## config.mk

```make
export PLATFORM = sky130hd
export DESIGN_NAME = pipe_skid_reg
export DESIGN_NICKNAME = d
export VERILOG_FILES = /design/src/rtl/pipes_pkg.sv /design/src/rtl/pipe_skid_reg_sat_counter.sv /design/src/rtl/pipe_skid_reg.sv
export SDC_FILE = /design/constraint.sdc
export NUM_CORES = 1
export LEC_CHECK = 0
export ABC_AREA = 1
export CAP_MARGIN = 20
export CORE_UTILIZATION = 54
export CTS_CLUSTER_DIAMETER = 40
export CTS_CLUSTER_SIZE = 25
export DETAILED_ROUTE_END_ITERATION = 8
export GPL_TIMING_DRIVEN = 0
export PLACE_DENSITY_LB_ADDON = 0.15
export SLEW_MARGIN = 15
export SYNTH_ARGS = -nofsm -noshare
export SYNTH_HDL_FRONTEND = slang
export SYNTH_SLANG_ARGS = --single-unit
```

## constraint.sdc

```tcl
create_clock -name clk -period 3.63 [get_ports clk]
set_input_delay 0.726 -clock clk [delete_from_list [all_inputs] [get_ports clk]]
set_output_delay 0.726 -clock clk [all_outputs]
set_load 0.1 [all_outputs]
```

## src/rtl/pipes_pkg.sv

```systemverilog
// Shared types for pipeline-stage plumbing: skid-buffer state and stage payloads.
package pipes_pkg;

  // Occupancy of a two-entry skid register.
  typedef enum logic [1:0] {
    EMPTY = 2'd0,
    BUSY  = 2'd1,
    FULL  = 2'd2
  } skid_state_t;

  // Example stage payload; instances pack this into a flat WIDTH-bit vector.
  typedef struct packed {
    logic [31:0] instr;
    logic [31:0] pc;
  } decode_data_t;

endpackage

```

## src/rtl/pipe_skid_reg_sat_counter.sv

```systemverilog
// Saturating up-counter: counts inc pulses and sticks at all-ones.
module sat_counter #(
  parameter int CNT_W = 32
) (
  input  logic             clk,
  input  logic             reset,
  input  logic             inc,
  output logic [CNT_W-1:0] count
);

  logic [CNT_W-1:0] r_count;
  logic             w_at_max;

  assign w_at_max = &r_count;
  assign count    = r_count;

  // Count up on inc, hold once every bit is set.
  always_ff @(posedge clk) begin
    if (reset) begin
      r_count <= '0;
    end else if (inc && !w_at_max) begin
      r_count <= r_count + CNT_W'(1);
    end
  end

endmodule

```

## src/rtl/pipe_skid_reg.sv

```systemverilog
// Two-entry skid register for valid/ready pipelines with flush and stall counter.
//
// state | meaning
// ------+--------------------------------------------------------------
// EMPTY | nothing held; in_ready = 1, out_valid = 0
// BUSY  | main holds the head entry; in_ready = 1, out_valid = 1
// FULL  | main holds the head, skid holds the next; in_ready = 0
//
// in_ready is decoded from the state register only, so neither out_ready nor
// in_valid has a combinational path to it; upstream timing stays isolated.
module pipe_skid_reg
  import pipes_pkg::*;
#(
  parameter int WIDTH = 64,
  parameter int CNT_W = 32
) (
  input  logic             clk,
  input  logic             reset,
  input  logic             in_valid,
  output logic             in_ready,
  input  logic [WIDTH-1:0] in_data,
  output logic             out_valid,
  input  logic             out_ready,
  output logic [WIDTH-1:0] out_data,
  input  logic             flush,
  output logic [CNT_W-1:0] stall_cnt
);

  skid_state_t      r_state;
  logic [WIDTH-1:0] r_main;
  logic [WIDTH-1:0] r_skid;

  skid_state_t      w_state_nxt;
  logic [WIDTH-1:0] w_main_nxt;
  logic [WIDTH-1:0] w_skid_nxt;
  logic             w_in_fire;
  logic             w_out_fire;
  logic             w_stall;

  assign in_ready   = (r_state != FULL);
  assign out_valid  = (r_state != EMPTY);
  assign out_data   = r_main;

  assign w_in_fire  = in_valid & in_ready;
  assign w_out_fire = out_valid & out_ready;

  // Back-pressure is counted even in a flush cycle; flush never clears the count.
  assign w_stall    = out_valid & ~out_ready;

  // Next state and next register contents; flush wins over every handshake.
  always_comb begin
    w_state_nxt = r_state;
    w_main_nxt  = r_main;
    w_skid_nxt  = r_skid;
    if (flush) begin
      w_state_nxt = EMPTY;
      w_main_nxt  = '0;
      w_skid_nxt  = '0;
    end else begin
      case (r_state)
        EMPTY: begin
          if (w_in_fire) begin
            w_main_nxt  = in_data;
            w_state_nxt = BUSY;
          end
        end
        BUSY: begin
          case ({w_in_fire, w_out_fire})
            2'b11: w_main_nxt = in_data;
            2'b10: begin
              w_skid_nxt  = in_data;
              w_state_nxt = FULL;
            end
            2'b01: w_state_nxt = EMPTY;
            default: ;
          endcase
        end
        FULL: begin
          if (w_out_fire) begin
            w_main_nxt  = r_skid;
            w_state_nxt = BUSY;
          end
        end
        default: begin
          w_state_nxt = EMPTY;
          w_main_nxt  = '0;
          w_skid_nxt  = '0;
        end
      endcase
    end
  end

  // State and payload registers; reset overrides flush and handshakes.
  always_ff @(posedge clk) begin
    if (reset) begin
      r_state <= EMPTY;
      r_main  <= '0;
      r_skid  <= '0;
    end else begin
      r_state <= w_state_nxt;
      r_main  <= w_main_nxt;
      r_skid  <= w_skid_nxt;
    end
  end

  sat_counter #(
    .CNT_W (CNT_W)
  ) u_stall_cnt (
    .clk   (clk),
    .reset (reset),
    .inc   (w_stall),
    .count (stall_cnt)
  );

endmodule

```

# --- Word level (Yosys, flattened, before mapping) ---
# Cells that the tools add are included.
op_classes:
  addsub: 1
  eq_ne: 11
  n_mux: 10
  n_bitwise: 5
  reduce_logical: 10
ops:
  columns: ["op", "n"]
  rows:
  - ["$mux W64", 4]
  - ["$pmux W64 S3", 1]
  - ["$pmux W64 S2", 1]
  - ["$add A32 B1 Y32 const B", 1]
  - ["$reduce_and A32 Y1", 1]
  - ["$ne A2 B2 Y1 const B", 4]
  - ["$eq A2 B2 Y1 const B", 3]
  - ["$pmux W2 S3", 1]
  - ["$reduce_and A3 Y1", 2]
  - ["$eq A2 B1 Y1 const B", 2]
  - ["$mux W2", 2]
  - ["$pmux W2 S2", 1]
  - ["$reduce_or A2 Y1", 2]
  - ["$and A1 B1 Y1", 3]
  - ["$ne A3 B2 Y1 const B", 1]
  - ["$logic_not A2 Y1", 1]
  - ["$ne A2 B1 Y1 const B", 1]
  - ["$not A1 Y1", 2]
  - ["$reduce_and A2 Y1", 1]
  - ["$reduce_bool A2 Y1", 1]
  - ["$logic_and A1 B1 Y1", 1]
  - ["$logic_not A1 Y1", 1]
totals:
  ff_bits: 162
  inputBits: 69
  wordCells: 41

# --- Longest topological paths before layout ---
logic_depth:
  depth_word: 5
  mapped_depth: 11

# --- Cells and area by module ---
# Synthesis repeated with hierarchy kept, for this count alone.
unflattened:
  hier_cells: 1192
  hier_area_um2: 7803.7
modules_own_cells:
  columns: ["module", "n_inst", "cells_each", "area_per_inst_um2", "seq_area_each_um2"]
  rows:
  - ["pipe_skid_reg", 1, 872, 5819.3, 2602.5]
  - ["sat_counter", 1, 320, 1984.4, 640.6]

# --- Least setup slack after synthesis ---
# OpenSTA, ideal clock, no wires.
synth_timing:
  path_type: "register to register"
  from: "register u_stall_cnt.r_count[0], in the netlist u_stall_cnt.count[0]"
  to: "register u_stall_cnt.r_count[13], in the netlist u_stall_cnt.count[13]"
  setup_ps: 119
  t_arrival_ps: 2305
  t_required_ps: 3511
  path_slack_ps: 1206
  stages_incl_launch_ff: 10
  path_cell_list: "dfxtp_1 > ha_1 > nand2_1 > nor2_1 > nand2_1 > nor2_1 > nand2_2 > clkbuf_1 > a21oi_1 > nor2_1"
synth_via:
  elab_chain_cells: 3
  elab_cells_between_ends: 4
  cone_classes: "add/sub: 1; reduce/logical: 3"
synth_rtl:
  columns: ["element", "line", "text"]
  rows:
  - ["from (decl)", "pipe_skid_reg_sat_counter.sv:11", "logic [CNT_W-1:0] r_count;"]
  - ["from (signal assigned)", "pipe_skid_reg_sat_counter.sv:22", "r_count <= r_count + CNT_W'(1);"]
  - ["branches (longest 3 deep; another with $add A32 B1 Y32)", null, null]
# Several ways; the timed one is not identified.
# A chain may end at the register's enable or synchronous reset.

# --- Worst setup path after layout ---
layout_timing:
  from: "register r_state[0]"
  to: "output in_ready"
layout_via:
  elab_chain_cells: 1
layout_rtl:
  columns: ["element", "line", "text"]
  rows:
  - ["from (decl)", "pipe_skid_reg.sv:29", "skid_state_t r_state;"]
  - ["from (signal assigned)", "pipe_skid_reg.sv:100", "r_state <= w_state_nxt;"]
  - ["$ne A2 B2 Y1", "pipe_skid_reg.sv:40", "assign in_ready = (r_state != FULL);"]
  - ["to (decl)", "pipe_skid_reg.sv:20", "output logic in_ready,"]
# No other way between the ends.

==> results.cfg <==
[route]
firstDrtPassIters = 5
vias = 7560
vias_per_cell = 5.32
drcViolationCount = 0
drtIter0Drc = 642
routed_wl_um = 20500
wl_per_cell_um = 14.4
ant_nets = 0

[clock_tree]
hold_buffers = 0
cts_setup_buffers = 0
cts_sinks = 162
root_buffer = clkbuf_16
clk_pin_slew_ns = 0.06
cts.repair.resized = 0
clock_latency_ns = 0.42
cts_buffers = 17
cts.path.max_buffers = 2
cts_tree = yes
htreeDepth = 4

[logic_synthesis]
synthesis.nets = 1125
yosysSeqAreaShare = 0.449
ys.flop_type = dfxtp_1
syn_avg_cell_area_um2 = 6.87
synth_top_area_share = 0.449
syn_area_um2 = 7220
postSynth.asyncResetShare = 0
synth_cells = 1052
yosysUniqueCellTypes = 30
yosys_warnings = 0
synth_area_leaders = dfxtp_1 45%, nand2_1 13%, a21oi_1 10%, inv_1 6.0%, nor2_1 5.3%
synth-edff-count = 0
yosys.area.top_type = dfxtp_1
ys_ff_latch = 162

[final_layout]
multiInputGateArea_um2 = 3230
drive_gt1_frac = 0.0520
nFillCells = 1016
regArea_um2 = 3240
syn_to_final_growth_pct = 34.4
antenna_cells = 0
nNetsFinal = 1310

[pwr]
p_seq_frac = 0.419
combPwrFrac = 0.168
p_sw_frac = 0.291
p_clk_frac = 0.412
p_leak_nw = 3.79
switching_power_w = 0.00129
power.density_nw_per_um2 = 457
p_int_w = 0.00315
vdd_drop_max_mv = 0.297

[die]
start_util = 0.563
die_area_um2 = 13800
core_area_um2 = 12800
die_y_um = 118
ios = 167
fp.dieW_um = 118
num_rows = 41

[global_route]
grt.met1_usage = 0.386
grt-ovfl-total = 0
grt_pass1_vias = 7034
grt-busiest-layer = met2
grt_use_total = 0.301
grt_max_degree = 17
use_met2 = 0.489
grt_pass1_wl_um = 33900
antenna_found_initial = 0
grtUsageMet3 = 0.0703

[worst_setup_path]
arrival_ns = 2.62
critPathMaxStageDelay_ns = 1.19
critPathSlowestCell = clkdlybuf4s50_1
cp_max_fo = 10
cp-start-kind = register
critPathKind = register to primary output
cp.required_ns = 2.90
worstSetupEndpointType = primary output
crit_chain = nor2_1 > buf_2 > inv_2 > clkdlybuf4s50_1
worst_r2r_path_depth = 9
startpoint = r_state[0]$_SDFFE_PP0P_
r2r_start = r_state[0]$_SDFFE_PP0P_

[sta]
timing.slew.headroom = 0.298
period_needed_ns = 3.35
finalCritPeriodShare = 0.923
tns_ns = 0
drv_slew = 0
tightest_slew_ns = 1.05
fin_ws_ns = 0.281
finalHoldViolations = 0
setup_viol = 0
fmax_mhz = 299
rsz0062_at_grt = false
finClkSkew_ns = 0.00740

[min_path]
hold_class = register to register
min_path_cells = 2
min_from = out_data[45]$_SDFFE_PP0P_

[placed_design]
io_buffers = 166
dp_hpwl_um = 14700
dp_slack_ns = 0.542
gp_congestion = 0.904

[status]
status = finished clean

[job]
cap_violations = 0
[cell usage in the layout, fill, tap and decap left out, drive strengths merged, types with 5 or more instances in the layout]
cell type,n
clkdlybuf4s50,166
inv,121
a21oi,145
dfxtp,162
nand3,33
clkbuf,59
nand2,245
clkinv,5
nand4,11
a22o,6
o22ai,8
buf,25
o21ai,133
nor2,107
a31oi,5
[flip-flops by register name, indices dropped and copies added (netlist names)]
register	count
u_stall_cnt.count	32
out_data	64
r_skid	64
r_state	2
[worst paths after layout]
kind | end | slack [ns]
max | in_ready | 0.28
min | out_data[45]$_SDFFE_PP0P_ | 0.44
min reg2reg | out_data[45]$_SDFFE_PP0P_ | 0.44
max reg2reg | r_skid[33]$_SDFFE_PP0P_ | 0.85
[power groups by stage]
| stage | clock [W] | sequential [W] | combinational [W] |
|---|---|---|---|
| 3_3_place_gp | 0 | 0.00190 | 0.000737 |
| 5_1_grt | 0.00191 | 0.00187 | 0.000791 |
| 2_1_floorplan | 0 | 0.00220 | 0.000219 |
| 3_5_place_dp | 0 | 0.00190 | 0.000741 |
| 4_1_cts | 0.00184 | 0.00186 | 0.000745 |
| 6_report | 0.00183 | 0.00186 | 0.000747 |
[per-stage QoR]
stage | area, um^2 | hold slack, ns | power [W] | utilization | cells
4_1_cts | 9710 | 0.446 | 0.00444 | 0.757 | 1422
6_report | 9710 | 0.443 | 0.00444 | 0.757 | 1422
5_1_grt | 9710 | 0.459 | 0.00457 | 0.757 | 1422
2_1_floorplan | 7220 | 0.430 | 0.00241 | - | 1052
3_3_place_gp | 9100 | 0.431 | 0.00264 | 0.710 | 1390
3_5_place_dp | 9100 | 0.436 | 0.00264 | 0.710 | 1390
[layer usage]
metal  up-vias  part of all wire  wire [um]
met1      3442              0.44       9100
met2       294              0.46       9520
met5         -                 0          0
met4         0             0.022        457
met3        38             0.071       1460
li1       3786                 -          -
[worst max-delay path: cells and delay by family, from the launching register on]
kind / cells / cell delay, ns
buf+inv: 3 / 1.61
flops: 1 / 0.45
simple gates: 1 / 0.14
[area by class of cell]
cell class	count	area share
flip-flops and latches	162	0.334
inverters	120	0.0464
repair buffers	166	0.171
clock buffers	22	0.0499
well taps	172	0.0222
clock inverters	10	0.0128
plain buffers	62	0.0311
multi-input cells	708	0.333
[cell usage after synthesis, types with 2 or more instances]
| cell type | count |
|---|---|
| dfxtp_1 | 162 |
| a21oi_1 | 145 |
| inv_1 | 115 |
| buf_1 | 2 |
| nand3_1 | 33 |
| clkbuf_1 | 37 |
| xor2_1 | 2 |
| inv_2 | 4 |
| o22ai_1 | 8 |
| a22o_1 | 6 |
| nand2_2 | 2 |
| nor3_1 | 4 |
| nor2_2 | 4 |
| buf_2 | 16 |
| nand2_1 | 243 |
| ha_1 | 4 |
| o21ai_1 | 60 |
| nand4_1 | 11 |
| o21ai_0 | 73 |
| buf_6 | 6 |
| nor2_1 | 102 |
| a31oi_1 | 5 |
[cell families after synthesis]
family | share of synthesized area
AOI/OAI and AO/OA | 0.213
xor gates and xnor gates | 0.00364
DFF | 0.449
adders and majority gates | 0.00693
buffers and inverters | 0.104
and+or+nand+nor | 0.223
Note: power is estimated with default switching activity, not from simulation.
